--- src/rtl/sample_hold_sched.sv ---
// Round-robin scheduler sharing one sample-and-hold capture stage between N_REQ requesters.
// Optional autonomous refresh captures are enabled by defining SAMPLE_HOLD_SCHED_AUTO_EN.
module sample_hold_sched #(
    parameter int N_REQ       = 4,
    parameter int CAPTURE_LAT = 2,
    parameter int HOLD        = 4,
`ifdef SAMPLE_HOLD_SCHED_AUTO_EN
    parameter int REFRESH     = 64,
`endif
    localparam int SEL_BITS   = (N_REQ > 2) ? $clog2(N_REQ) : 1
) (
    input  logic                clk,
    input  logic                rst_n,
    input  logic                en,
    input  logic [N_REQ-1:0]    req,
    output logic [N_REQ-1:0]    ack,
    output logic                sh_sync,
    output logic [SEL_BITS-1:0] sel,
    output logic                busy
);

    localparam int CNT_MAX = (CAPTURE_LAT > HOLD) ? CAPTURE_LAT : HOLD;
    localparam int CNT_W   = $clog2(CNT_MAX + 1);

    typedef enum logic [1:0] {
        S_IDLE = 2'd0,
        S_ARM  = 2'd1,
        S_WAIT = 2'd2,
        S_HOLD = 2'd3
    } state_t;

    state_t              state_q, state_d;
    logic [CNT_W-1:0]    cnt_q, cnt_d;
    logic [SEL_BITS-1:0] sel_q, sel_d;
    logic [SEL_BITS-1:0] ptr_q, ptr_d;
    logic [N_REQ-1:0]    ack_q, ack_d;
    logic                sh_sync_q, sh_sync_d;
    logic                busy_q, busy_d;
    logic                refresh_q, refresh_d;
    logic                start_refresh_s;

    // First set request bit at or above the pointer, wrapping modulo N_REQ.
    function automatic logic [SEL_BITS-1:0] rr_pick(input logic [N_REQ-1:0] r,
                                                    input logic [SEL_BITS-1:0] p);
        logic [SEL_BITS-1:0] w;
        logic                found;
        int                  idx;
        w     = p;
        found = 1'b0;
        for (int i = 0; i < N_REQ; i++) begin
            idx = (int'(p) + i) % N_REQ;
            if (!found && r[idx]) begin
                w     = SEL_BITS'(idx);
                found = 1'b1;
            end else begin
                found = found;
            end
        end
        return w;
    endfunction

`ifdef SAMPLE_HOLD_SCHED_AUTO_EN
    localparam int IDLE_W = $clog2(REFRESH);

    logic [IDLE_W-1:0] idle_q, idle_d;

    assign start_refresh_s = (idle_q == IDLE_W'(REFRESH - 1));

    // Consecutive IDLE cycles without a transaction; cleared by any transaction.
    always_comb begin
        idle_d = '0;
        if ((state_q == S_IDLE) && (state_d == S_IDLE)) begin
            idle_d = idle_q + IDLE_W'(1);
        end else begin
            idle_d = '0;
        end
    end

    always_ff @(posedge clk or negedge rst_n) begin
        if (!rst_n) begin
            idle_q <= '0;
        end else begin
            idle_q <= idle_d;
        end
    end
`else
    assign start_refresh_s = 1'b0;
`endif

    always_comb begin
        state_d   = state_q;
        cnt_d     = cnt_q;
        sel_d     = sel_q;
        ptr_d     = ptr_q;
        ack_d     = '0;
        refresh_d = refresh_q;
        case (state_q)
            S_IDLE: begin
                if (en && (req != '0)) begin
                    state_d   = S_ARM;
                    sel_d     = rr_pick(req, ptr_q);
                    refresh_d = 1'b0;
                end else if (start_refresh_s) begin
                    state_d   = S_ARM;
                    refresh_d = 1'b1;
                end else begin
                    state_d   = S_IDLE;
                end
            end
            S_ARM: begin
                state_d = S_WAIT;
                cnt_d   = CNT_W'(CAPTURE_LAT - 1);
            end
            S_WAIT: begin
                if (cnt_q == '0) begin
                    state_d = S_HOLD;
                    cnt_d   = CNT_W'(HOLD - 1);
                    if (!refresh_q) begin
                        ack_d[sel_q] = 1'b1;
                    end else begin
                        ack_d = '0;
                    end
                end else begin
                    cnt_d = cnt_q - CNT_W'(1);
                end
            end
            S_HOLD: begin
                if (cnt_q == '0) begin
                    state_d = S_IDLE;
                    // Refresh captures leave the fairness pointer untouched.
                    if (!refresh_q) begin
                        ptr_d = (sel_q == SEL_BITS'(N_REQ - 1)) ? '0 : sel_q + SEL_BITS'(1);
                    end else begin
                        ptr_d = ptr_q;
                    end
                end else begin
                    cnt_d = cnt_q - CNT_W'(1);
                end
            end
            default: begin
                state_d = S_IDLE;
            end
        endcase
        sh_sync_d = (state_d == S_ARM);
        busy_d    = (state_d != S_IDLE);
    end

    always_ff @(posedge clk or negedge rst_n) begin
        if (!rst_n) begin
            state_q   <= S_IDLE;
            cnt_q     <= '0;
            sel_q     <= '0;
            ptr_q     <= '0;
            ack_q     <= '0;
            sh_sync_q <= 1'b0;
            busy_q    <= 1'b0;
            refresh_q <= 1'b0;
        end else begin
            state_q   <= state_d;
            cnt_q     <= cnt_d;
            sel_q     <= sel_d;
            ptr_q     <= ptr_d;
            ack_q     <= ack_d;
            sh_sync_q <= sh_sync_d;
            busy_q    <= busy_d;
            refresh_q <= refresh_d;
        end
    end

    assign ack     = ack_q;
    assign sh_sync = sh_sync_q;
    assign sel     = sel_q;
    assign busy    = busy_q;

endmodule

--- config.mk ---
export PLATFORM = sky130hd
export DESIGN_NAME = sample_hold_sched
export DESIGN_NICKNAME = d
export VERILOG_FILES = /design/src/rtl/sample_hold_sched.sv
export SDC_FILE = /design/constraint.sdc
export NUM_CORES = 1
export LEC_CHECK = 0
export ABC_AREA = 1
export CORE_MARGIN = 2
export CORE_UTILIZATION = 45
export DETAILED_ROUTE_END_ITERATION = 16
export GPL_TIMING_DRIVEN = 1
export HOLD_SLACK_MARGIN = 0.12
export PLACE_DENSITY = 0.69
export SYNTH_ARGS = -nofsm -noshare
export SYNTH_HDL_FRONTEND = slang
export SYNTH_SLANG_ARGS = --single-unit
--- constraint.sdc ---
create_clock -name clk -period 2.5 [get_ports clk]
set_input_delay 0.5 -clock clk [delete_from_list [all_inputs] [get_ports clk]]
set_output_delay 0.5 -clock clk [all_outputs]
set_load 0.02 [all_outputs]
==> impl_metrics.ini, run 1 <==
[setup_path]
crit_path_end_kind = output pin
worstPathArrival_ps = 1340
cp_slowest_cell = clkdlybuf4s50_1
path_cells = clkdlybuf4s50_1
required_ps = 2000
path_max_fanout = 5
worstSetupPathType = reg -> out
cpPeakStageDelay_ps = 630
cp-start-kind = flip-flop
cp_num_buf_inv = 1
crit_family = buffers and inverters

[yosys]
yosys.area.top_type = dfrtp_1
avgSynthCellArea_sq_um = 7.98
synthCells = 116
ys_seq_elements = 15
synth_top_area_share_pct = 40.5
synth_warnings = 0
ys_seq_area_share_pct = 40.5
syn-cell-area_sq_um = 926
synth_area_leaders = dfrtp_1, nand2_1, ha_1
synth_nets = 129
synth.distinct_cells = 19

[detailed_routing]
vias_per_cell = 4.80
wl_per_cell_um = 10.3
drtIter0Drc = 7
routed_wl_um = 1650
antenna_left = 0
first_pass_iters = 4
drc_errors = 0
vias = 768

[floorplan]
start_util_pct = 47.7
dieWidth_um = 49.4
ios = 15
core_area_sq_mm = 0.00194
die_y_um = 49.4
die_area_sq_mm = 0.00244
row_count = 16

[grt]
grt_max_degree = 16
grt_pass1_vias = 782
overflow = 0
track_usage_pct = 16.9
grt_pass1_wl_um = 3110
antenna_found_initial = 0

[timing]
max_freq_mhz = 545
max_slew_margin_pct = 55.4
setup_violations = 0
tns_ps = 0
period_needed_ps = 1840
rsz0062_at_grt = false
drv_slew = 0
skew_ps = 7.16
worst_pin_slew_ps = 667
hold_viol = 0
fin_crit_sh_pct = 73.4

[layout]
drive_above_1_share_pct = 13.5
area_growth_pct = 20.4
finalNonFillerCells = 160
antenna_cells = 0
final_common_cell = nand2_1
num-nets-final = 147
mostFrequentLayoutCells = nand2_1, inv_1, dfrtp_1, clkdlybuf4s50_1, nand3_1

[clock_network]
postCtsSetupBuffers = 0
cts_tree = built
clkSinkCount = 15
numCtsBuffers = 3
cts_buffer_depth = 2
htreeDepth = 1
cts_resized = 0
clkLatencyLatePin_ps = 280
cts.clk_slew.worst_paths_ps = 90
cts-root-buf = clkbuf_4
hold_buffers = 0

[power]
p_per_area_mw_per_mm2 = 1230
p_sw_share_pct = 48.1
ir_drop_mv = 0.517
p_clk_share_pct = 9.8
comb_power_share_pct = 59.7
seq_power_share_pct = 30.4
internal-power_w = 0.000715
switching_power_w = 0.000662
power.leakage_nw = 0.585

[job]
cap_viol_max_count = 0

[placed_design]
place_inst = 156
dpl.hpwl_um = 1330
routabilityCongestion = 0.768
port_buffers = 14

[status]
status = complete, no violations

[min_path]
hp-class = reg -> reg
## metrics by stage
stage	utilization (%)	hold slack, ps	instance area [sq um]	worst slack [ps]	total power, W
3_3_place_gp	56.1	552	1090	655	0.00123
4_1_cts	57.4	580	1110	642	0.00139
3_5_place_dp	56.1	564	1090	640	0.00125
2_1_floorplan	-	204	926	1170	0.00107
6_report	57.4	580	1110	664	0.00138
5_1_grt	57.4	623	1110	607	0.00153
## final cells by class
class	count	area [sq um]
clock buffers	4	26.3
fillers	184	827
inverters	20	82.6
multi-input cells	80	457
flip-flops and latches	15	375
well taps	27	33.8
repair buffers	14	140
## cell usage after synthesis, drive strengths merged
master,number
nand2,43
inv,20
dfrtp,15
nand3,12
nor2,9
ha,6
o21ai,4
buf,1
nor3,1
nor4,1
o211ai,1
o221ai,1
o22ai,1
xnor2,1
## layer usage
| layer | global-route usage (%) | wire [um] | vias up |
|---|---|---|---|
| met5 | 0 | 0 | - |
| met2 | 28.6 | 822 | 18 |
| met3 | 3.37 | 62 | 4 |
| met1 | 19.1 | 725 | 352 |
| li1 | - | - | 394 |
| met4 | 11.0 | 36 | 0 |
## worst paths after layout
path / startpoint / cells past startpoint / slack (ps) / endpoint
min in group asynchronous: rst_n / 1 / 620 / cnt_q[2]
max in group asynchronous: rst_n / 1 / 1450 / sel[1]
max reg2reg: cnt_q[0] / 6 / 930 / cnt_q[1]
min: cnt_q[0] / 3 / 580 / cnt_q[0]
max: sel[1] / 1 / 660 / sel[1]
min reg2reg: cnt_q[0] / 3 / 580 / cnt_q[0]
## power groups by stage
stage / clock, W / combinational [W] / sequential [W]
after floorplan: 0 / 0.000634 / 0.000431
after global placement: 0 / 0.000807 / 0.000422
after detailed placement: 0 / 0.000828 / 0.000423
after CTS: 0.000144 / 0.000832 / 0.000419
after global routing: 0.000154 / 0.000941 / 0.000435
final: 0.000135 / 0.000822 / 0.000418
## state kept, by name, indices dropped and copies added, names as in the netlist
name and count:
ack 4, busy 1, cnt_q 3, ptr_q 2, sel 2, sh_sync 1, state_q 2
## kinds of logic after synthesis
family	share of synthesized area (%)
DFF	40.5
adders and majority gates	8.11
xor gates and xnor gates	0.946
AOI/OAI and AO/OA	4.60
buffers and inverters	10.1
and+or+nand+nor	35.7
## worst reg2reg max path, cell delays in order (launching register included)
cell      delay (ps)
dfrtp_1          360
inv_1            120
ha_1             160
nand2_1           60
nor3_1           420
nor2_1           160
o221ai_1         200
No activity file was read; power rests on OpenSTA's default activity.
==> inputs of run 2 (changes only) <==
Clock period 2.5 ns to 1.9 ns, I/O delays scaled along.
==> run 2 against run 1 <==
Register-to-register slack worse by 540 ps. Hold slack worse by 180 ps. Setup slack worse by 480 ps. Flip-flop and latch count unchanged. Routed wire length fell by 7.1%. Clock skew grew 2.0 ps. Combinational power grew 30%. Via count decreased by 2.1%. Critical path type unchanged. Cell count is 1.3% higher. Non-clock buffer count grew 2. Power is 31% higher.
==> impl_metrics.ini, run 2 (synthesis results as in run 1) <==
[status]
status = complete, no violations

[setup_path]
crit_path_end_kind = output pin
cp-start-kind = flip-flop
cp_num_buf_inv = 1
r2r-end = sel[0]
worstSetupPathType = reg -> out
required_ps = 1520
r2r_cells = 11
crit_family = buffers and inverters
worstPathArrival_ps = 1340
cp_slowest_cell = clkdlybuf4s50_1
cpPeakStageDelay_ps = 640
r2r_setup_slack_ps = 390
path_max_fanout = 5
worstReg2RegStart = ptr_q[0]
path_cells = clkdlybuf4s50_1

[detailed_routing]
routed_wl_um = 1530
vias = 752
drtIter0Drc = 11
drc_errors = 0
antenna_left = 0
first_pass_iters = 4
wl_per_cell_um = 9.43
vias_per_cell = 4.64

[grt]
grt_use_met1_pct = 19.5
met3_usage_pct = 2.45
track_usage_pct = 15.4
antenna_found_initial = 0
overflow = 0
use_met2_pct = 26.1
grt_pass1_vias = 707
busiest_layer = met2
grt_pass1_wl_um = 2920
grt_max_degree = 16

[timing]
max_freq_mhz = 582
skew_ps = 9.12
fin_crit_sh_pct = 90.4
hold_viol = 0
period_needed_ps = 1720
tns_ps = 0
rsz0062_at_grt = false
worst_pin_slew_ps = 405
drv_slew = 0
worst_slack_ps = 182
max_slew_margin_pct = 73.0
setup_violations = 0

[clock_network]
postCtsSetupBuffers = 0
htreeDepth = 1
hold_buffers = 0
cts_buffer_depth = 2
clkLatencyLatePin_ps = 270
numCtsBuffers = 3
cts_tree = built
cts_resized = 0
cts.clk_slew.worst_paths_ps = 90
cts-root-buf = clkbuf_4
clkSinkCount = 15

[power]
p_total_w = 0.00180
p_per_area_mw_per_mm2 = 1600
ir_drop_mv = 0.797
power.leakage_nw = 0.595

[layout]
antenna_cells = 0
area_growth_pct = 22.0
post-route-util_pct = 58.2
drive_above_1_share_pct = 14.8
num-nets-final = 149
final_common_cell = nand2_1
final_area_sq_mm = 0.00113
largest_register_ffs = 4
fillers = 185
mostFrequentLayoutCells = nand2_1, inv_1, dfrtp_1, clkdlybuf4s50_1, nand3_1

[placed_design]
placed_area_sq_mm = 0.00110
port_buffers = 14
routabilityCongestion = 0.813
dp_slack_ps = 162
dpl.hpwl_um = 1230

[floorplan]
core_area_sq_mm = 0.00194
start_util_pct = 47.7
die_area_sq_mm = 0.00244
die_y_um = 49.4
ios = 15
dieWidth_um = 49.4
row_count = 16

[min_path]
hp-class = in -> async

[job]
cap_viol_max_count = 0
-- run 2: changes by cell type in the layout (fill, tap and decap cells not counted), sizes merged --
cell,change
buf,+2
-- run 2: power by group --
part | internal, W | switching (W)
Clock | 0.0000812 | 0.0000934
Sequential | 0.000439 | 0.000116
Combinational | 0.000427 | 0.000647
Total | 0.000947 | 0.000857
-- run 2: cell type report --
cell class / instances / area [sq um] / area share [%]
multi-input combinational: 80 / 457 / 40.4
timing repair buffer: 16 / 155 / 13.7
clock buffer: 4 / 26.3 / 2.33
inverter: 20 / 82.6 / 7.31
tap: 27 / 33.8 / 2.99
sequential: 15 / 375 / 33.2
-- run 2: how the worst max path moves through the flow --
stage,start,end,depth (start not counted)
global route,sel[0],sel[0],1
finish,sel[0],sel[0],1
CTS,sel[0],sel[0],1
detailed placement,req[2],sel[1],12
global placement,req[2],sel[1],12
floorplan,cnt_q[0],cnt_q[0],7
-- run 2: through the flow --
step	cells	hold slack (ps)
floorplan	116	84.4
global placement	158	549
detailed placement	158	558
CTS	162	402
global route	162	422
finish	162	403
-- run 2: worst register-to-register path, delay by kind of cell, from the launching register on --
kind	cells	cell delay (ps)
and+or+nand+nor	10	720
DFF	1	590
buffers and inverters	1	70
-- run 2: per-layer routing --
layer  part of all wire [%]  vias up
li1                       -      396
met1                     46      328
met2                     47       26
met3                    5.8        2
met4                    1.2        0
met5                      0        -
